==> config.mk <==
export PLATFORM = sky130hd
export DESIGN_NAME = pipe_hazard_ctrl
export DESIGN_NICKNAME = d
export VERILOG_FILES = /design/src/rtl/pipe_hazard_ctrl_pkg.sv /design/src/rtl/pipe_hazard_ctrl_raw_hazard_cmp.sv /design/src/rtl/pipe_hazard_ctrl.sv
export SDC_FILE = /design/constraint.sdc
export NUM_CORES = 1
export LEC_CHECK = 0
export CORE_MARGIN = 1
export CORE_UTILIZATION = 35
export DETAILED_ROUTE_END_ITERATION = 10
export PLACE_DENSITY = 0.64
export SETUP_SLACK_MARGIN = 0.02
export SYNTH_ARGS = -nofsm -noshare
export SYNTH_HDL_FRONTEND = slang
export SYNTH_SLANG_ARGS = --single-unit
export TNS_END_PERCENT = 5
==> constraint.sdc <==
create_clock -name clk -period 2.15 [get_ports clk]
set_clock_uncertainty 0.05 [all_clocks]
set_input_delay 0.3225 -clock clk [delete_from_list [all_inputs] [get_ports clk]]
set_output_delay 0.3225 -clock clk [all_outputs]
set_load 0.02 [all_outputs]
==> src/rtl/pipe_hazard_ctrl_pkg.sv <==
// Shared types for the pipeline hazard controller: shadow-stage record, FSM states,
// operand-forwarding source encodings.
package cpu_pipe_pkg;

   localparam int RF_AW = 3;

   typedef struct packed {
      logic             valid;
      logic             wr;
      logic [RF_AW-1:0] rd;
      logic             load;
   } stage_info_t;

   typedef enum logic [1:0] {
      RUN    = 2'd0,
      DRAIN  = 2'd1,
      HALTED = 2'd2
   } hctl_state_e;

   localparam logic [1:0] FWD_RF  = 2'd0;
   localparam logic [1:0] FWD_MEM = 2'd1;
   localparam logic [1:0] FWD_WB  = 2'd2;

   function automatic stage_info_t stage_empty();
      stage_info_t s;
      s.valid = 1'b0;
      s.wr    = 1'b0;
      s.rd    = {RF_AW{1'b0}};
      s.load  = 1'b0;
      return s;
   endfunction

endpackage

==> src/rtl/pipe_hazard_ctrl_raw_hazard_cmp.sv <==
// Read-after-write comparator: one shadow stage against one source operand of the ID instruction.
module raw_hazard_cmp
   import cpu_pipe_pkg::*;
(
   input  stage_info_t      stage,
   input  logic [RF_AW-1:0] rs,
   input  logic             rs_used,
   output logic             hit
);

   assign hit = stage.valid & stage.wr & rs_used & (stage.rd == rs);

endmodule

==> src/rtl/pipe_hazard_ctrl.sv <==
// 5-stage pipeline hazard controller: shadow EX/MEM/WB destinations, stall/bubble/flush, HALT drain.
// Define FORWARD_EN to enable EX operand forwarding (only load-use stalls remain).
module pipe_hazard_ctrl
   import cpu_pipe_pkg::*;
#(
   parameter int REG_AW = RF_AW,
   parameter int CNT_W  = 16
)(
   input  logic              clk,
   input  logic              Reset,
   input  logic              id_valid,
   input  logic [REG_AW-1:0] id_rs1,
   input  logic [REG_AW-1:0] id_rs2,
   input  logic              id_rs1_used,
   input  logic              id_rs2_used,
   input  logic [REG_AW-1:0] id_rd,
   input  logic              id_wr,
   input  logic              id_is_load,
   input  logic              id_is_halt,
   input  logic              ex_branch_taken,
   output logic              pc_load_en,
   output logic              ir_load_en,
   output logic              flush_id,
   output logic              bubble_ex,
   output logic [1:0]        fwd_a_sel,
   output logic [1:0]        fwd_b_sel,
   output logic              halted,
   output logic [CNT_W-1:0]  stall_cnt,
   output logic [CNT_W-1:0]  flush_cnt
);

   stage_info_t ex_q, mem_q, wb_q;
   stage_info_t ex_d, mem_d, wb_d;
   stage_info_t stg [3];
   hctl_state_e state_q, state_d;
   logic        halted_q;
   logic [1:0]  fwd_a_q, fwd_a_d, fwd_b_q, fwd_b_d;
   logic [CNT_W-1:0] stall_cnt_q, stall_cnt_d, flush_cnt_q, flush_cnt_d;
   logic [2:0]  raw_a, raw_b;
   logic        stall_hit, stall, branch, halt_go;

   assign stg[0] = ex_q;
   assign stg[1] = mem_q;
   assign stg[2] = wb_q;

   // Index 0 = EX, 1 = MEM, 2 = WB for both operand comparators.
   for (genvar g = 0; g < 3; g++) begin : g_cmp
      raw_hazard_cmp u_cmp_a (.stage(stg[g]), .rs(id_rs1), .rs_used(id_rs1_used), .hit(raw_a[g]));
      raw_hazard_cmp u_cmp_b (.stage(stg[g]), .rs(id_rs2), .rs_used(id_rs2_used), .hit(raw_b[g]));
   end

`ifdef FORWARD_EN
   assign stall_hit = id_valid & ex_q.load & (raw_a[0] | raw_b[0]);
`else
   assign stall_hit = id_valid & ((|raw_a) | (|raw_b));
`endif

   always_comb begin
      pc_load_en = 1'b0;
      ir_load_en = 1'b0;
      flush_id   = 1'b0;
      bubble_ex  = 1'b1;
      stall      = 1'b0;
      branch     = 1'b0;
      halt_go    = 1'b0;
      if (Reset) begin
         flush_id = 1'b1;
      end else begin
         case (state_q)
            RUN: begin
               // Branch beats stall: the squashed ID instruction cannot cause a hazard.
               if (ex_branch_taken) begin
                  branch     = 1'b1;
                  flush_id   = 1'b1;
                  pc_load_en = 1'b1;
                  ir_load_en = 1'b1;
               end else if (stall_hit) begin
                  stall = 1'b1;
               end else begin
                  pc_load_en = 1'b1;
                  ir_load_en = 1'b1;
                  bubble_ex  = 1'b0;
                  halt_go    = id_valid & id_is_halt;
               end
            end
            DRAIN:   pc_load_en = 1'b0;
            HALTED:  pc_load_en = 1'b0;
            default: pc_load_en = 1'b0;
         endcase
      end
   end

   always_comb begin
      ex_d.valid = id_valid & ~bubble_ex;
      ex_d.wr    = id_wr;
      ex_d.rd    = id_rd;
      ex_d.load  = id_is_load;
      mem_d      = ex_q;
      wb_d       = mem_q;

      state_d = state_q;
      case (state_q)
         RUN: begin
            if (halt_go) state_d = DRAIN;
            else         state_d = RUN;
         end
         // Look at next-cycle shadows so HALTED coincides with an empty pipe.
         DRAIN: begin
            if (!ex_d.valid && !mem_d.valid && !wb_d.valid) state_d = HALTED;
            else                                             state_d = DRAIN;
         end
         HALTED:  state_d = HALTED;
         default: state_d = RUN;
      endcase

      if (stall && (stall_cnt_q != {CNT_W{1'b1}})) stall_cnt_d = stall_cnt_q + {{(CNT_W-1){1'b0}}, 1'b1};
      else                                         stall_cnt_d = stall_cnt_q;
      if (branch && (flush_cnt_q != {CNT_W{1'b1}})) flush_cnt_d = flush_cnt_q + {{(CNT_W-1){1'b0}}, 1'b1};
      else                                          flush_cnt_d = flush_cnt_q;

      fwd_a_d = FWD_RF;
      fwd_b_d = FWD_RF;
`ifdef FORWARD_EN
      // Youngest producer wins; a WB producer is already visible in the register file.
      if (ex_d.valid) begin
         if (raw_a[0])      fwd_a_d = FWD_MEM;
         else if (raw_a[1]) fwd_a_d = FWD_WB;
         else               fwd_a_d = FWD_RF;
         if (raw_b[0])      fwd_b_d = FWD_MEM;
         else if (raw_b[1]) fwd_b_d = FWD_WB;
         else               fwd_b_d = FWD_RF;
      end else begin
         fwd_a_d = FWD_RF;
         fwd_b_d = FWD_RF;
      end
`endif
   end

   always_ff @(posedge clk) begin
      if (Reset) begin
         ex_q        <= stage_empty();
         mem_q       <= stage_empty();
         wb_q        <= stage_empty();
         state_q     <= RUN;
         halted_q    <= 1'b0;
         fwd_a_q     <= FWD_RF;
         fwd_b_q     <= FWD_RF;
         stall_cnt_q <= {CNT_W{1'b0}};
         flush_cnt_q <= {CNT_W{1'b0}};
      end else begin
         ex_q        <= ex_d;
         mem_q       <= mem_d;
         wb_q        <= wb_d;
         state_q     <= state_d;
         halted_q    <= (state_d == HALTED);
         fwd_a_q     <= fwd_a_d;
         fwd_b_q     <= fwd_b_d;
         stall_cnt_q <= stall_cnt_d;
         flush_cnt_q <= flush_cnt_d;
      end
   end

   assign halted    = halted_q;
   assign fwd_a_sel = fwd_a_q;
   assign fwd_b_sel = fwd_b_q;
   assign stall_cnt = stall_cnt_q;
   assign flush_cnt = flush_cnt_q;

endmodule

Word-level counts from Yosys, hierarchy flattened
Index checks and enable logic that the tools add are counted.
{ "word_totals": {"regBits": 50, "inputBits": 18, "output_inout_bits": 41, "word_cells": 78} }
{ "op_classes": {"n_addsub": 2, "n_eq_ne": 11, "mux": 22, "bitwise": 20, "n_reduce_logical": 10} }
{ "ops": {"columns": ["op", "n"], "rows": [
  ["adder 16 x 1 -> 16 bit, second input constant", 2],
  ["inequality test 16 bit, second input constant", 2],
  ["2-to-1 mux 1 bit", 20],
  ["bitwise AND 1 bit", 18],
  ["equality test 3 bit", 6],
  ["case mux 2 bit (3 select lines)", 1],
  ["OR reduction 3 bit", 2],
  ["equality test 2 bit, second input constant", 2],
  ["logical AND 1 bit", 4],
  ["logical NOT 1 bit", 3],
  ["equality test 2 x 1 -> 1 bit, second input constant", 1],
  ["logical NOT 2 bit", 1],
  ["2-to-1 mux 2 bit", 1],
  ["inverter 1 bit", 1],
  ["bitwise OR 1 bit", 1]
]} }

Depth between registers and ports, before layout
{ "logic_depth": {"depth_word": 18, "depth_mapped": 8} }

By module
A second synthesis with hierarchy kept.
{ "hier_totals": {"cells_unflattened": 282, "hier_area_um2": 2513.7} }
{ "by_module_without_submodules": {"columns": ["mod", "n_inst", "cells_each", "area_each_um2", "seq_area_each_um2"], "rows": [
  ["pipe_hazard_ctrl", 1, 252, 2250.9, 1061.0],
  ["raw_hazard_cmp", 6, 5, 43.8, 0.0]
]} }

Worst setup path before layout
Ideal clock, no wire load.
{ "synth_timing": {"kind": "register -> register", "from": "register stall_cnt_q[0], in the netlist stall_cnt[0]", "to": "register stall_cnt_q[4], in the netlist stall_cnt[4]", "setup_time_ns": 0.121, "t_arrival_ns": 2.010, "setup_slack_ns": -0.031, "stages_incl_launch_ff": 9, "path_cell_list": "dfxtp_1 ha_1 and3_1 and3_1 and4_1 buf_2 nand2b_4 nor3b_1 mux2_2"} }
{ "synth_between": {"elab_chain_cells": 2, "elab_cells_between_ends": 3, "cone_classes": "1 x add/sub; 1 x eq/ne; 1 x reduce/logical"} }
{ "synth_rtl": {"columns": ["item", "line_no", "source"], "rows": [
  ["start, declared", "pipe_hazard_ctrl.sv:38", "logic [CNT_W-1:0] stall_cnt_q, stall_cnt_d, flush_cnt_q, flush_cnt_d;"],
  ["start signal, assigned", "pipe_hazard_ctrl.sv:148", "stall_cnt_q <= {CNT_W{1'b0}};"],
  ["start signal, assigned", "pipe_hazard_ctrl.sv:158", "stall_cnt_q <= stall_cnt_d;"],
  ["branches (longest 2 deep; another with adder 16 x 1 -> 16 bit)", null, null]
]} }
Parallel ways; which one is timed is not known.
A chain may end at the register's enable or synchronous reset.

Worst setup path in the final report
{ "layout_timing": {"from": "register mem_q[2] (netlist bit)", "to": "output bubble_ex"} }
{ "layout_between": {"elab_chain_cells": 9, "elab_cells_between_ends": 12, "cone_classes": "2 x eq/ne; 4 x mux; 4 x bitwise; 2 x reduce/logical"} }
{ "layout_rtl": {"columns": ["item", "line_no", "source"], "rows": [
  ["start, declared", "pipe_hazard_ctrl.sv:32", "stage_info_t ex_q, mem_q, wb_q;"],
  ["start signal, assigned", "pipe_hazard_ctrl.sv:142", "mem_q <= stage_empty();"],
  ["start signal, assigned", "pipe_hazard_ctrl.sv:152", "mem_q <= mem_d;"],
  ["equality test 3 bit", "pipe_hazard_ctrl_raw_hazard_cmp.sv:11", "assign hit = stage.valid & stage.wr & rs_used & (stage.rd == rs);"],
  ["bitwise AND 1 bit", "pipe_hazard_ctrl_raw_hazard_cmp.sv:11", null],
  ["OR reduction 3 bit", "pipe_hazard_ctrl.sv:55", "assign stall_hit = id_valid & ((|raw_a) | (|raw_b));"],
  ["bitwise OR 1 bit *", "pipe_hazard_ctrl.sv:55", null],
  ["bitwise AND 1 bit *", "pipe_hazard_ctrl.sv:55", null],
  ["2-to-1 mux 1 bit *", "pipe_hazard_ctrl.sv:77", "end else if (stall_hit) begin"],
  ["2-to-1 mux 1 bit *", "pipe_hazard_ctrl.sv:72", "if (ex_branch_taken) begin"],
  ["2-to-1 mux 1 bit *", "pipe_hazard_ctrl.sv:69", "case (state_q)"],
  ["2-to-1 mux 1 bit *", "pipe_hazard_ctrl.sv:66", "if (Reset) begin"],
  ["end, declared", "pipe_hazard_ctrl.sv:24", "output logic bubble_ex,"]
]} }
Mark *: on every way between the ends. The rest lies on a longest branch, timed or not.

==> run_results.csv <==
group,metric,value,unit
critical_path,r2r_slack,0,ps
critical_path,cp.arrival,1880,ps
synth,yosysTopAreaCell,"dfxtp_1",
synth,syn-cell-area,2440,sq um
global_route,grt_overflow,0,
finish,final_nets,382,
finish,register_area,1010,sq um
global_route,grt_pass1_wl,9140,um
synth,async_flop_share,0,%
clock_tree,htreeDepth,2,
hold_path,min_from,"Reset",
run,max_cap_violations,0,
floorplan,coreArea,6760,sq um
pwr,p_per_area,497,nW/um^2
floorplan,rows,30,
pwr,intPower,0.00126,W
synth,avgSynthCellArea,8.70,sq um
synth,ys_warn_count,0,
clock_tree,cts.sinks,50,
critical_path,crit_path_end_kind,"output pin",
synth,synth_cell_type_count,42,
pwr,switching_share,25.5,%
hold_path,hp-class,"input pin to flop",
pwr,p_sw,0.000432,W
drt,via_per_inst,4.97,
synth,ys_seq_elements,50,
floorplan,die_w,85.5,um
floorplan,die_h,85.5,um
timing,finalHoldViolCount,0,
drt,finalWirelength,5640,um
finish,fin_area,3410,sq um
clock_tree,clkTransAtPathRegs,90,ps
timing,min_period,2260,ps
drt,wl_per_cell,12.7,um
placement,place_hpwl,4020,um
finish,drive_gt1_share,21.5,%
placement,place_area,3240,sq um
placement,place_congestion,0.890,
timing,finalCritPeriodShare,105,%
timing,setup_viol,3,
outcome,violations,"negative setup slack",
drt,first_iter_violations,77,
critical_path,critPathKind,"flop to output pin",
finish,antenna_cells,0,
timing,setup_slack,-106,ps
global_route,grt_pass1_vias,1994,
clock_tree,clkLatencyLatePin,310,ps
critical_path,start_kind,"flop",
clock_tree,cts_buffers,5,
critical_path,slowest_stage,"dfxtp_2",
timing,fmax,0.443,GHz
clock_tree,cts_setup_buffers,0,
timing,final-max-slew-violation-count,0,
synth,synth_area_leaders,"dfxtp_1 (41%), xor2_1 (10%), nor2b_1 (5.4%)",
drt,vias,2202,
timing,hold_slack,327,ps
finish,fillers,637,
floorplan,io-pin-count,59,
finish,syn_to_final_growth,39.8,%
placement,place_ws,-863,ps
hold_path,worstHoldPathCells,3,
critical_path,crit_required,1780,ps
critical_path,r2r-start,"ex_q[3]$_SDFF_PP0_",
clock_tree,cts-root-buf,"clkbuf_8",
hold_path,min_to,"flush_cnt[3]$_SDFFE_PP0P_",
pwr,combPwrFrac,10.5,%
floorplan,die-area,7300,sq um
critical_path,r2r_cells,7,
synth,synth_flop_cell,"dfxtp_1",
drt,antenna_left,0,
pwr,irDropWorstVdd,0.286,mV
clock_tree,cts_tree,"yes",
critical_path,cp_cell_sequence,"xor2_1 -> nor4_1 -> nor4_2 -> nand2_1 -> a211o_1 -> buf_6",
global_route,grt_max_degree,36,
global_route,antenna_found_initial,0,
floorplan,start_util,36.1,%
pwr,p_seq_share,56.6,%
timing,grt_setup_unrepaired,"true",
timing,tns,-169,ps
synth,yosysSeqAreaShare,41.1,%
outcome,outcome,"finished with violations",
placement,port_buffers,53,
pwr,clkPwrFrac,32.9,%
global_route,grt_usage,15.8,%
pwr,p_leak,1.31,nW
synth,synth_top_area_share,41.1,%
finish,multi_input_area,1420,sq um
clock_tree,cts_hold_buffers,0,
critical_path,slowest_delay,370,ps
clock_tree,clockBufferDepth,2,
drt,drc,0,
critical_path,r2r-end,"stall_cnt[9]$_SDFFE_PP0P_",
drt,drt-pass1-iter-count,4,
synth,synthCells,280,
critical_path,crit_fanout,3,
synth,synth-edff-count,0,
==> per-layer routing <==
layer  track usage (%)  up-vias  routed length [um]  part of all wire (%)
met4              5.91        0                  81                   1.4
met5                 0        -                   0                     0
met1              20.1     1018                2600                    46
li1                  -     1126                   -                     -
met2              25.2       52                2660                    47
met3              4.57        6                 297                   5.3
==> placed cells by master (no fill, tap or decap), types with 2 or more instances in the layout <==
cell	Yosys	layout
and3_1	4	4
nand4_1	11	11
conb_1	1	4
buf_6	1	3
nand2_1	15	15
nor2_1	33	33
ha_1	2	2
inv_1	4	4
or4_1	2	2
o31ai_1	2	2
dfxtp_1	50	44
clkdlybuf4s50_1	0	40
dfxtp_2	0	6
nand2b_1	2	2
clkbuf_8	0	5
a21oi_2	0	2
a21oi_1	12	10
nor2b_1	21	21
xnor2_1	3	3
nor4_2	1	6
a21o_1	2	2
or3_4	1	2
o21ai_0	9	9
buf_4	5	33
nor3b_2	0	2
mux2_2	7	7
or3_1	7	6
xor2_1	28	28
nand3_1	16	16
nor3_1	4	4
dlygate4sd2_1	0	8
nor4_1	14	8
==> final cells by class <==
cell class                 instances  share of cell area [%]
multi-input combinational        215                    41.8
inverter                           4                   0.441
tap                               80                    2.94
clock inverter                     3                   0.624
clock buffer                       5                    2.02
sequential                        50                    29.6
timing repair buffer              86                    22.6
==> power by group through the flow <==
stage               registers, W   logic, W  clock network [W]
floorplan               0.000982  0.0000892                  0
global placement        0.000978   0.000179                  0
detailed placement      0.000978   0.000182                  0
CTS                     0.000958   0.000178           0.000579
global route            0.000960   0.000196           0.000617
finish                  0.000957   0.000178           0.000557
==> logic make-up after synthesis <==
logic type | share of synthesized area (%)
compound gates | 6.57
xor+xnor | 11.1
fa+ha+maj | 1.03
buf+inv | 3.95
flops | 41.1
mux | 3.64
other cells | 0.154
simple gates | 32.4
==> Yosys cell counts, drive strengths merged, types with 2 or more instances <==
master	instances
or4	2
or3	8
o21ai	9
and3	4
nand2	15
dfxtp	50
clkbuf	5
nor3	4
mux2	7
a21o	2
nor2	33
o31ai	2
nand4	12
nor3b	3
xnor2	3
nor2b	22
inv	4
nor4	15
a21oi	12
xor2	28
nand2b	3
nand3	16
and2	2
buf	9
ha	2
==> state kept, by name, summed over array words and instances, names as in the netlist <==
register and count:
stall_cnt 16, ex_q 5, flush_cnt 16, mem_q 5, halted 1, state_q 2
stg 5
==> critical path: cells and delay by family (launching register included) <==
kind | cells | cell delay [ps]
and+or+nand+nor | 3 | 560
AOI/OAI and AO/OA | 1 | 300
buffers and inverters | 1 | 140
DFF | 1 | 370
xor gates and xnor gates | 1 | 190
==> worst max path at each step <==
| stage | startpoint | endpoint | slack (ps) | cells past startpoint |
|---|---|---|---|---|
| after floorplan | mem_q[3]$_SDFF_PP0_ | pc_load_en | 30 | 6 |
| after global placement | id_rs2[1] | pc_load_en | -820 | 7 |
| after detailed placement | id_rs2[1] | ir_load_en | -860 | 7 |
| after CTS | mem_q[2]$_SDFF_PP0_ | bubble_ex | -130 | 6 |
| after global routing | mem_q[2]$_SDFF_PP0_ | bubble_ex | -200 | 6 |
| final | mem_q[2]$_SDFF_PP0_ | bubble_ex | -110 | 6 |
==> per-stage QoR <==
| step | total power, W | util, % | cells |
|---|---|---|---|
| floorplan | 0.00107 | - | 283 |
| global placement | 0.00116 | 48.0 | 435 |
| detailed placement | 0.00116 | 48.0 | 435 |
| CTS | 0.00171 | 49.4 | 443 |
| global route | 0.00177 | 50.4 | 443 |
| finish | 0.00169 | 50.4 | 443 |
==> what timing repair did <==
action                                  CTS  global route
resized for setup                        30            14
endpoints found under the setup margin   16            19
pin swaps                                 5            12
Power figures use the tool's default switching activity.
